===== src/rtl/bufram_ctrl_if.sv =====
// ----------------------------------------------------------------------------
// bufram_ctrl_if : handshake/address bundle between a block-buffer controller
//                  and its stream source / buffer RAM.
// Purpose   : groups the stream qualifiers (ED, START) with the buffer
//             control outputs (WE, ODD, ADDRW, ADDRR, RDY, BUSY).
// Ports     : master = stream source / RAM side, drives ED and START.
//             slave  = bufram_ctrl, drives all buffer control outputs.
// ----------------------------------------------------------------------------
interface bufram_ctrl_if #(
   parameter int AW = 5
);
   logic          ED;      // clock enable / sample qualifier
   logic          START;   // marks sample 0 of a new stream
   logic          WE;      // buffer write enable
   logic          ODD;     // half select: write half ~ODD, read half ODD
   logic [AW-1:0] ADDRW;   // write address within current half
   logic [AW-1:0] ADDRR;   // read address within opposite half
   logic          RDY;     // read data for sample 0 of a block is valid
   logic          BUSY;    // controller is filling or running

   modport master (
      output ED, START,
      input  WE, ODD, ADDRW, ADDRR, RDY, BUSY
   );

   modport slave (
      input  ED, START,
      output WE, ODD, ADDRW, ADDRR, RDY, BUSY
   );
endinterface


===== src/rtl/bufram_ctrl.sv =====
// ----------------------------------------------------------------------------
// bufram_ctrl : ping-pong (2x block) buffer RAM address/control generator.
// Ports   : CLK, RST (sync, active-high) plain; bus (bufram_ctrl_if.slave)
//           carries ED, START in and WE, ODD, ADDRW, ADDRR, RDY, BUSY out.
// Params  : AW  - block address width, block length N = 2**AW.
//           LAT - RAM read latency in ED-qualified cycles.
// Config  : BUFRAM_BITREV_READ_EN defined -> ADDRR is the bit-reversed read
//           index (FFT output order); undefined -> natural order.
// ----------------------------------------------------------------------------
// Purpose: writes block k into one RAM half while reading block k-1 from the other.
// Latency: WE/ODD/ADDRW/ADDRR/BUSY one cycle after the sample; RDY LAT ED cycles after ADDRR=0.
// Backpressure: none; ED low freezes every register and suppresses WE and RDY.
module bufram_ctrl #(
   parameter int AW  = 5,
   parameter int LAT = 1
) (
   input  logic        CLK,
   input  logic        RST,
   bufram_ctrl_if.slave bus
);

   typedef enum logic [1:0] {
      S_IDLE = 2'd0,
      S_FILL = 2'd1,
      S_RUN  = 2'd2
   } state_t;

   // ------------------------------------------------------------------------
   // State
   // ------------------------------------------------------------------------
   state_t          state_q, state_d;
   // Index the *next* ED-qualified sample will be written to. The write
   // index of the current sample is therefore wcnt_q itself, registered
   // into ADDRW; the read index in RUN is the same value.
   logic [AW-1:0]   wcnt_q,  wcnt_d;
   logic            we_q,    we_d;
   logic            odd_q,   odd_d;
   logic [AW-1:0]   addrw_q, addrw_d;
   logic [AW-1:0]   addrr_q, addrr_d;
   logic            busy_q,  busy_d;
   // Set while the registered ADDRR is the first read address of a block;
   // it is the entry point of the RDY delay line.
   logic            rd_first_q, rd_first_d;
   logic [LAT-1:0]  rdy_sr_q,   rdy_sr_d;

   // ------------------------------------------------------------------------
   // Read address ordering
   // ------------------------------------------------------------------------
   logic [AW-1:0]   rd_addr;

`ifdef BUFRAM_BITREV_READ_EN
   always_comb begin
      rd_addr = '0;
      for (int i = 0; i < AW; i++) begin
         rd_addr[i] = wcnt_q[AW-1-i];
      end
   end
`else
   always_comb begin
      rd_addr = wcnt_q;
   end
`endif

   // ------------------------------------------------------------------------
   // Next-state logic
   // ------------------------------------------------------------------------
   always_comb begin
      state_d    = state_q;
      wcnt_d     = wcnt_q;
      we_d       = 1'b0;          // WE only asserts on an ED-qualified write
      odd_d      = odd_q;
      addrw_d    = addrw_q;
      addrr_d    = addrr_q;
      rd_first_d = rd_first_q;
      rdy_sr_d   = rdy_sr_q;

      if (bus.ED) begin
         // RDY delay line advances only on ED-qualified cycles.
         rdy_sr_d[0] = rd_first_q;
         for (int i = 1; i < LAT; i++) begin
            rdy_sr_d[i] = rdy_sr_q[i-1];
         end
         rd_first_d = 1'b0;

         if (bus.START) begin
            // New stream (or restart): the START sample is sample 0 of a
            // fresh first block, so reads stop and pending RDYs are dropped.
            state_d  = S_FILL;
            wcnt_d   = AW'(1);
            we_d     = 1'b1;
            addrw_d  = '0;
            odd_d    = 1'b0;
            rdy_sr_d = '0;
         end else if (state_q != S_IDLE) begin
            we_d    = 1'b1;
            addrw_d = wcnt_q;
            wcnt_d  = wcnt_q + AW'(1);   // wraps modulo N

            // wcnt_q == 0 here means this sample opens a new block: swap
            // halves in step with ADDRW=0 and, on the first wrap, start
            // reading the block just completed.
            if (wcnt_q == '0) begin
               odd_d   = ~odd_q;
               state_d = S_RUN;
            end

            if ((state_q == S_RUN) || (wcnt_q == '0)) begin
               addrr_d    = rd_addr;
               rd_first_d = (wcnt_q == '0);
            end
         end
      end

      busy_d = (state_d != S_IDLE);
   end

   // ------------------------------------------------------------------------
   // Registers
   // ------------------------------------------------------------------------
   always_ff @(posedge CLK) begin
      if (RST) begin
         state_q    <= S_IDLE;
         wcnt_q     <= '0;
         we_q       <= 1'b0;
         odd_q      <= 1'b0;
         addrw_q    <= '0;
         addrr_q    <= '0;
         busy_q     <= 1'b0;
         rd_first_q <= 1'b0;
         rdy_sr_q   <= '0;
      end else begin
         state_q    <= state_d;
         wcnt_q     <= wcnt_d;
         we_q       <= we_d;
         odd_q      <= odd_d;
         addrw_q    <= addrw_d;
         addrr_q    <= addrr_d;
         busy_q     <= busy_d;
         rd_first_q <= rd_first_d;
         rdy_sr_q   <= rdy_sr_d;
      end
   end

   // ------------------------------------------------------------------------
   // Outputs
   // ------------------------------------------------------------------------
   assign bus.WE    = we_q;
   assign bus.ODD   = odd_q;
   assign bus.ADDRW = addrw_q;
   assign bus.ADDRR = addrr_q;
   assign bus.BUSY  = busy_q;
   // The delay line holds while ED is low, so gating with ED yields exactly
   // one RDY cycle, always in an ED-qualified cycle.
   assign bus.RDY   = rdy_sr_q[LAT-1] & bus.ED;

endmodule


===== src/flat_wrapper.sv =====
// flat-port wrapper written by rule: the top's interface ports become plain ports
module bufram_ctrl_flat 
#(
   parameter int AW  = 5,
   parameter int LAT = 1
)
  (CLK, RST, bus_ED, bus_START, bus_WE, bus_ODD, bus_ADDRW, bus_ADDRR, bus_RDY, bus_BUSY);
  bufram_ctrl_if #(.AW(AW)) bus_i ();
  input  logic CLK;
  input  logic RST;
  input wire logic [$bits(bus_i.ED)-1:0] bus_ED;
  input wire logic [$bits(bus_i.START)-1:0] bus_START;
  output wire logic [$bits(bus_i.WE)-1:0] bus_WE;
  output wire logic [$bits(bus_i.ODD)-1:0] bus_ODD;
  output wire logic [$bits(bus_i.ADDRW)-1:0] bus_ADDRW;
  output wire logic [$bits(bus_i.ADDRR)-1:0] bus_ADDRR;
  output wire logic [$bits(bus_i.RDY)-1:0] bus_RDY;
  output wire logic [$bits(bus_i.BUSY)-1:0] bus_BUSY;
  assign bus_i.ED = bus_ED;
  assign bus_i.START = bus_START;
  assign bus_WE = bus_i.WE;
  assign bus_ODD = bus_i.ODD;
  assign bus_ADDRW = bus_i.ADDRW;
  assign bus_ADDRR = bus_i.ADDRR;
  assign bus_RDY = bus_i.RDY;
  assign bus_BUSY = bus_i.BUSY;
  bufram_ctrl #(.AW(AW), .LAT(LAT)) u_core (.CLK(CLK), .RST(RST), .bus(bus_i));
endmodule

===== config.mk =====
export PLATFORM = sky130hd
export DESIGN_NAME = bufram_ctrl_flat
export DESIGN_NICKNAME = d
export VERILOG_FILES = /design/src/rtl/bufram_ctrl_if.sv /design/src/rtl/bufram_ctrl.sv /design/src/flat_wrapper.sv
export SDC_FILE = /design/constraint.sdc
export NUM_CORES = 1
export LEC_CHECK = 0
export ABC_AREA = 1
export CORE_ASPECT_RATIO = 0.8
export CORE_MARGIN = 8
export CORE_UTILIZATION = 30
export CTS_CLUSTER_DIAMETER = 50
export DETAILED_ROUTE_END_ITERATION = 6
export PLACE_DENSITY = 0.53
export REMOVE_ABC_BUFFERS = 1
export SETUP_SLACK_MARGIN = 0.2
export SLEW_MARGIN = 10
export SYNTH_ARGS = -nofsm -noshare
export SYNTH_HDL_FRONTEND = slang
export SYNTH_SLANG_ARGS = --single-unit

===== constraint.sdc =====
create_clock -name CLK -period 2 [get_ports CLK]
set_input_delay 0.6 -clock CLK [delete_from_list [all_inputs] [get_ports CLK]]
set_output_delay 0.6 -clock CLK [all_outputs]
set_load 0.01 [all_outputs]

Yosys cells after proc, flatten, opt, wreduce, memory -nomap -nowiden
Index checks and enable logic that the tools add are counted.
- flip-flop bits (word level): 22
- bits in latches: 0
- bits in writable memories: 0
- ROM bits: 0
- output and inout port bits: 14
- word-level logic and storage cells: 42
- memories kept: 0
- add/sub/neg operators: 1
- $mul: 0
- divide/modulo/power cells: 0
- $lt $le $gt $ge: 0
- equal/unequal tests: 1
- shifts and indexed selects: 0
- multiplexer cells: 17
- bitwise operators: 4
- reduce and logical (&&, ||, !) cells: 10
- operators by type and width (cell ; number):
    $mux W5 ; 4
    $mux W1 ; 9
    $mux W2 ; 4
    $reduce_bool A2 Y1 ; 4
    $add A5 B1 Y5 const B ; 1
    $logic_not A5 Y1 ; 1
    $reduce_and A4 Y1 ; 1
    $not A1 Y1 ; 3
    $reduce_and A3 Y1 ; 1
    $eq A2 B2 Y1 const B ; 1
    $reduce_and A2 Y1 ; 1
    $reduce_or A2 Y1 ; 1
    $and A1 B1 Y1 ; 1
    $logic_or A1 B1 Y1 ; 1

Longest topological paths before layout
- word-level depth: 6
- depth in mapped cells: 9

Worst setup path after synthesis
No wires, ideal clock.
- kind: in2out
- from: input port bus_ED
- to: output port bus_RDY
- data arrival time: 710 ps
- data required time: 1400 ps
- path slack: 690 ps
- cell stages on the path: 2
- path buffers: 0
- cells stage by stage: nand2_1 inv_1
- word-level cells in the longest chain between the ends: 1
- RTL lines (element ; RTL line ; source):
    start: declaration ; flat_wrapper.sv:11 ; input wire logic [$bits(bus_i.ED)-1:0] bus_ED;
    $and A1 B1 Y1 ; bufram_ctrl.sv:154 ; assign bus.RDY = rdy_sr_q[LAT-1] & bus.ED;
    end: declaration ; flat_wrapper.sv:17 ; output wire logic [$bits(bus_i.RDY)-1:0] bus_RDY;
No other way between the ends.

Worst setup path in the final report
- from: register u_core.addrr_q[4], in the netlist u_core.bus.ADDRR[4]
- to: output port bus_ADDRR[4]
- RTL lines (element ; RTL line ; source):
    start: declaration ; bufram_ctrl.sv:39 ; logic [AW-1:0] addrr_q, addrr_d;
    start signal: assignment ; bufram_ctrl.sv:137 ; addrr_q <= addrr_d;
    end: declaration ; flat_wrapper.sv:16 ; output wire logic [$bits(bus_i.ADDRR)-1:0] bus_ADDRR;
No word-level cell between the ends.

==> summary.md <==
| Metric | Value |
|---|---|
| Die area | 5281 um^2 |
| Period minus WS final | 1750 ps |
| Largest net degree at the start of global routing | 13 |
| Initial DRC Count | 28 |
| Top cell type's share of synthesized area | 45.83% |
| Initial cell density of the core | 31.37% |
| Crit-path cells | clkdlybuf4s50_1 |
| Synth warn | 0 |
| Antenna Nets Post-Route | 0 |
| Vias per cell | 4.416 |
| CTS Sinks | 22 |
| Critical-path top delay cell | clkdlybuf4s50_1 |
| HP Class | reg2reg |
| Synth area leaders | dfxtp_1 (46%), nand2_1 (13%), a21oi_1 (7.3%) |
| Fillers | 321 |
| Post-CTS Hold Buffers | 0 |
| Peak Freq | 571.4 MHz |
| H-tree depth | 1 |
| Max VDD drop | 0.4800 mV |
| CTS buffer count | 3 |
| Required time of the critical path | 1400 ps |
| Mapped cell area | 960.9 um^2 |
| Seq/Total Area, Yosys | 45.83% |
| Hold Fails Final Rpt | 0 |
| Netlist cell types | 22 |
| # setup viols final | 0 |
| Total number of vias | 817 |
| First-pass GRT wire length | 3574 um |
| Initial antenna violation count | 0 |
| Cell Count, Final, Fillers Out | 185 |
| Worst path bufs/invs | 1 |
| Pwr/cell area | 676.1 nW/um^2 |
| Global Route Usage Sum | 8.597% |
| Max_cap viols | 0 |
| Average routed wire per standard cell | 11.01 um |
| GP Congestion | 0.7424 |
| Worst-margin pin slew | 354.9 ps |
| Clock tree buffer depth | 2 |
| Clock transition at path regs | 70 ps |
| Crit-path max FO | 2 |
| Syn Area/Cell | 7.812 um^2 |
| I/O pin count | 18 |
| Startpoint types | register |
| DRC viols | 0 |
| Unrepaired setup endpoints after global routing | no |
| Register bit total from synthesis | 22 |
| Mapped Cells | 123 |
| Top delay family on crit path | buffers and inverters |
| Die Ht | 66.62 um |
| Setup crit end kind | primary output |
| Share of layout cells above drive strength 1 | 15.17% |
| Resize count post-CTS | 5 |
| Synth area leader | dfxtp_1 |
| Worst slew margin relative to its limit | 76.31% |
| Detailed Route WL | 2037 um |
| Area of the core | 3063 um^2 |
| Design area | 1245 um^2 |
| ANT cells | 0 |
| IO Port Bufs | 17 |
| HPWL reported at the end of detailed placement | 1517 um |
| Leakage | 0.4891 nW |
| Clock latency on the worst-skew pair | 260 ps |
| Std-Cell Rows | 18 |
| Largest stage delay on the critical path | 540 ps |
| Most frequent cells in the layout | nand2_1 (34), dfxtp_1 (22), a21oi_1 (14), clkdlybuf4s50_1 (14), inv_1 (12) |
| Placed cell count | 181 |
| Area grow syn2layout | 29.56% |
| Vias in the first global route | 800 |
| Area after DPL | 1194 um^2 |
| Root buf cell | clkbuf_8 |
| WP data arrival | 1150 ps |
| GRT overflow | 0 |
| CP Class | reg2out |
| Post-CTS Setup Bufs | 0 |
| Final Cycle Share | 87.50% |
| Die Wd | 79.28 um |
| Commonest non-fill, non-tap cell in the layout | nand2_1 |
| Pre-antenna DRT Iters | 4 |
| Final max-slew violation count | 0 |
| Worst Skew | 3.944 ps |
| Nets | 152 |
| TritonCTS clock tree | yes |
| Status | finished clean |
## per-stage QoR
stage / setup WS (ps) / hold WS (ps) / power (W) / utilization, % / setup TNS (ps)
2_1_floorplan: 618.2 / 437.5 / 0.0004996 / - / 0
3_3_place_gp: -287.6 / 446.3 / 0.0005407 / 38.97 / -287.6
3_5_place_dp: -299.4 / 454.0 / 0.0005414 / 38.97 / -299.4
4_1_cts: 220.0 / 466.4 / 0.0008619 / 40.56 / 0
5_1_grt: 201.8 / 484.1 / 0.0008854 / 40.65 / 0
6_report: 250.0 / 461.6 / 0.0008417 / 40.65 / 0
## sequential cells by signal (all words and copies together) (netlist names)
| name | count |
|---|---|
| u_core.bus.ODD | 1 |
| u_core.bus.ADDRR | 5 |
| u_core.rdy_sr_q | 1 |
| u_core.rd_addr | 5 |
| u_core.bus.BUSY | 1 |
| u_core.rd_first_q | 1 |
| u_core.state_q | 2 |
| u_core.bus.ADDRW | 5 |
| u_core.bus.WE | 1 |
## synth_stat cells
master / number
a21oi_2: 4
nand3_2: 2
clkbuf_1: 2
o21ai_0: 1
buf_6: 2
nand3_1: 8
nand4_1: 2
nand2_2: 2
ha_1: 2
nor2_1: 6
xor2_1: 1
dfxtp_1: 22
a211oi_1: 2
a21oi_1: 14
a31oi_1: 1
inv_1: 12
buf_2: 1
nor3_1: 1
clkbuf_2: 1
nand2_1: 34
o21bai_1: 1
nor2_4: 2
## per-layer routing
layer / routed length, um / GRT usage [%] / part of all wire (%)
met5: 0 / 0 / 0
met1: 1015 / 9.914 / 50
met2: 811 / 13.31 / 40
met4: 17 / 2.074 / 0.83
met3: 194 / 5.108 / 9.5
## cell type report
| cell class | count | area (um^2) | area share (%) |
|---|---|---|---|
| Sequential cell | 22 | 440.4 | 35.38 |
| Multi-Input combinational cell | 83 | 435.4 | 34.98 |
| Timing Repair Buffer | 24 | 219.0 | 17.59 |
| Clock buffer | 4 | 55.05 | 4.422 |
| Tap cell | 40 | 50.05 | 4.020 |
| Inverter | 12 | 45.04 | 3.618 |
## final timing paths
kind | startpoint | cells past startpoint | end | slack (ps)
worst max-delay path | u_core.bus.ADDRR[4] | 1 | bus_ADDRR[4] | 250
worst min-delay path | u_core.bus.ADDRW[1] | 2 | u_core.bus.ADDRW[1] | 460
worst max register to register | u_core.rd_addr[1] | 9 | u_core.bus.ADDRR[2] | 610
worst min register to register | u_core.bus.ADDRW[1] | 2 | u_core.bus.ADDRW[1] | 460
## power by group
| part | internal (W) | switching, W | leakage (nW) |
|---|---|---|---|
| clock network | 0.000175 | 0.000136 | 0.0288 |
| logic | 0.0000318 | 0.0000453 | 0.282 |
| registers | 0.000446 | 0.00000642 | 0.178 |
## cells by family after synthesis
group | count (synthesis) | synth area share (%)
adder cells (fa/ha/maj) | 2 | 2.604
buffers and inverters | 18 | 8.853
XOR/XNOR | 1 | 0.9116
AO/OA/AOI/OAI | 23 | 14.45
AND/OR/NAND/NOR | 57 | 27.34
flip-flops | 22 | 45.83
Power figures use the tool's default switching activity.
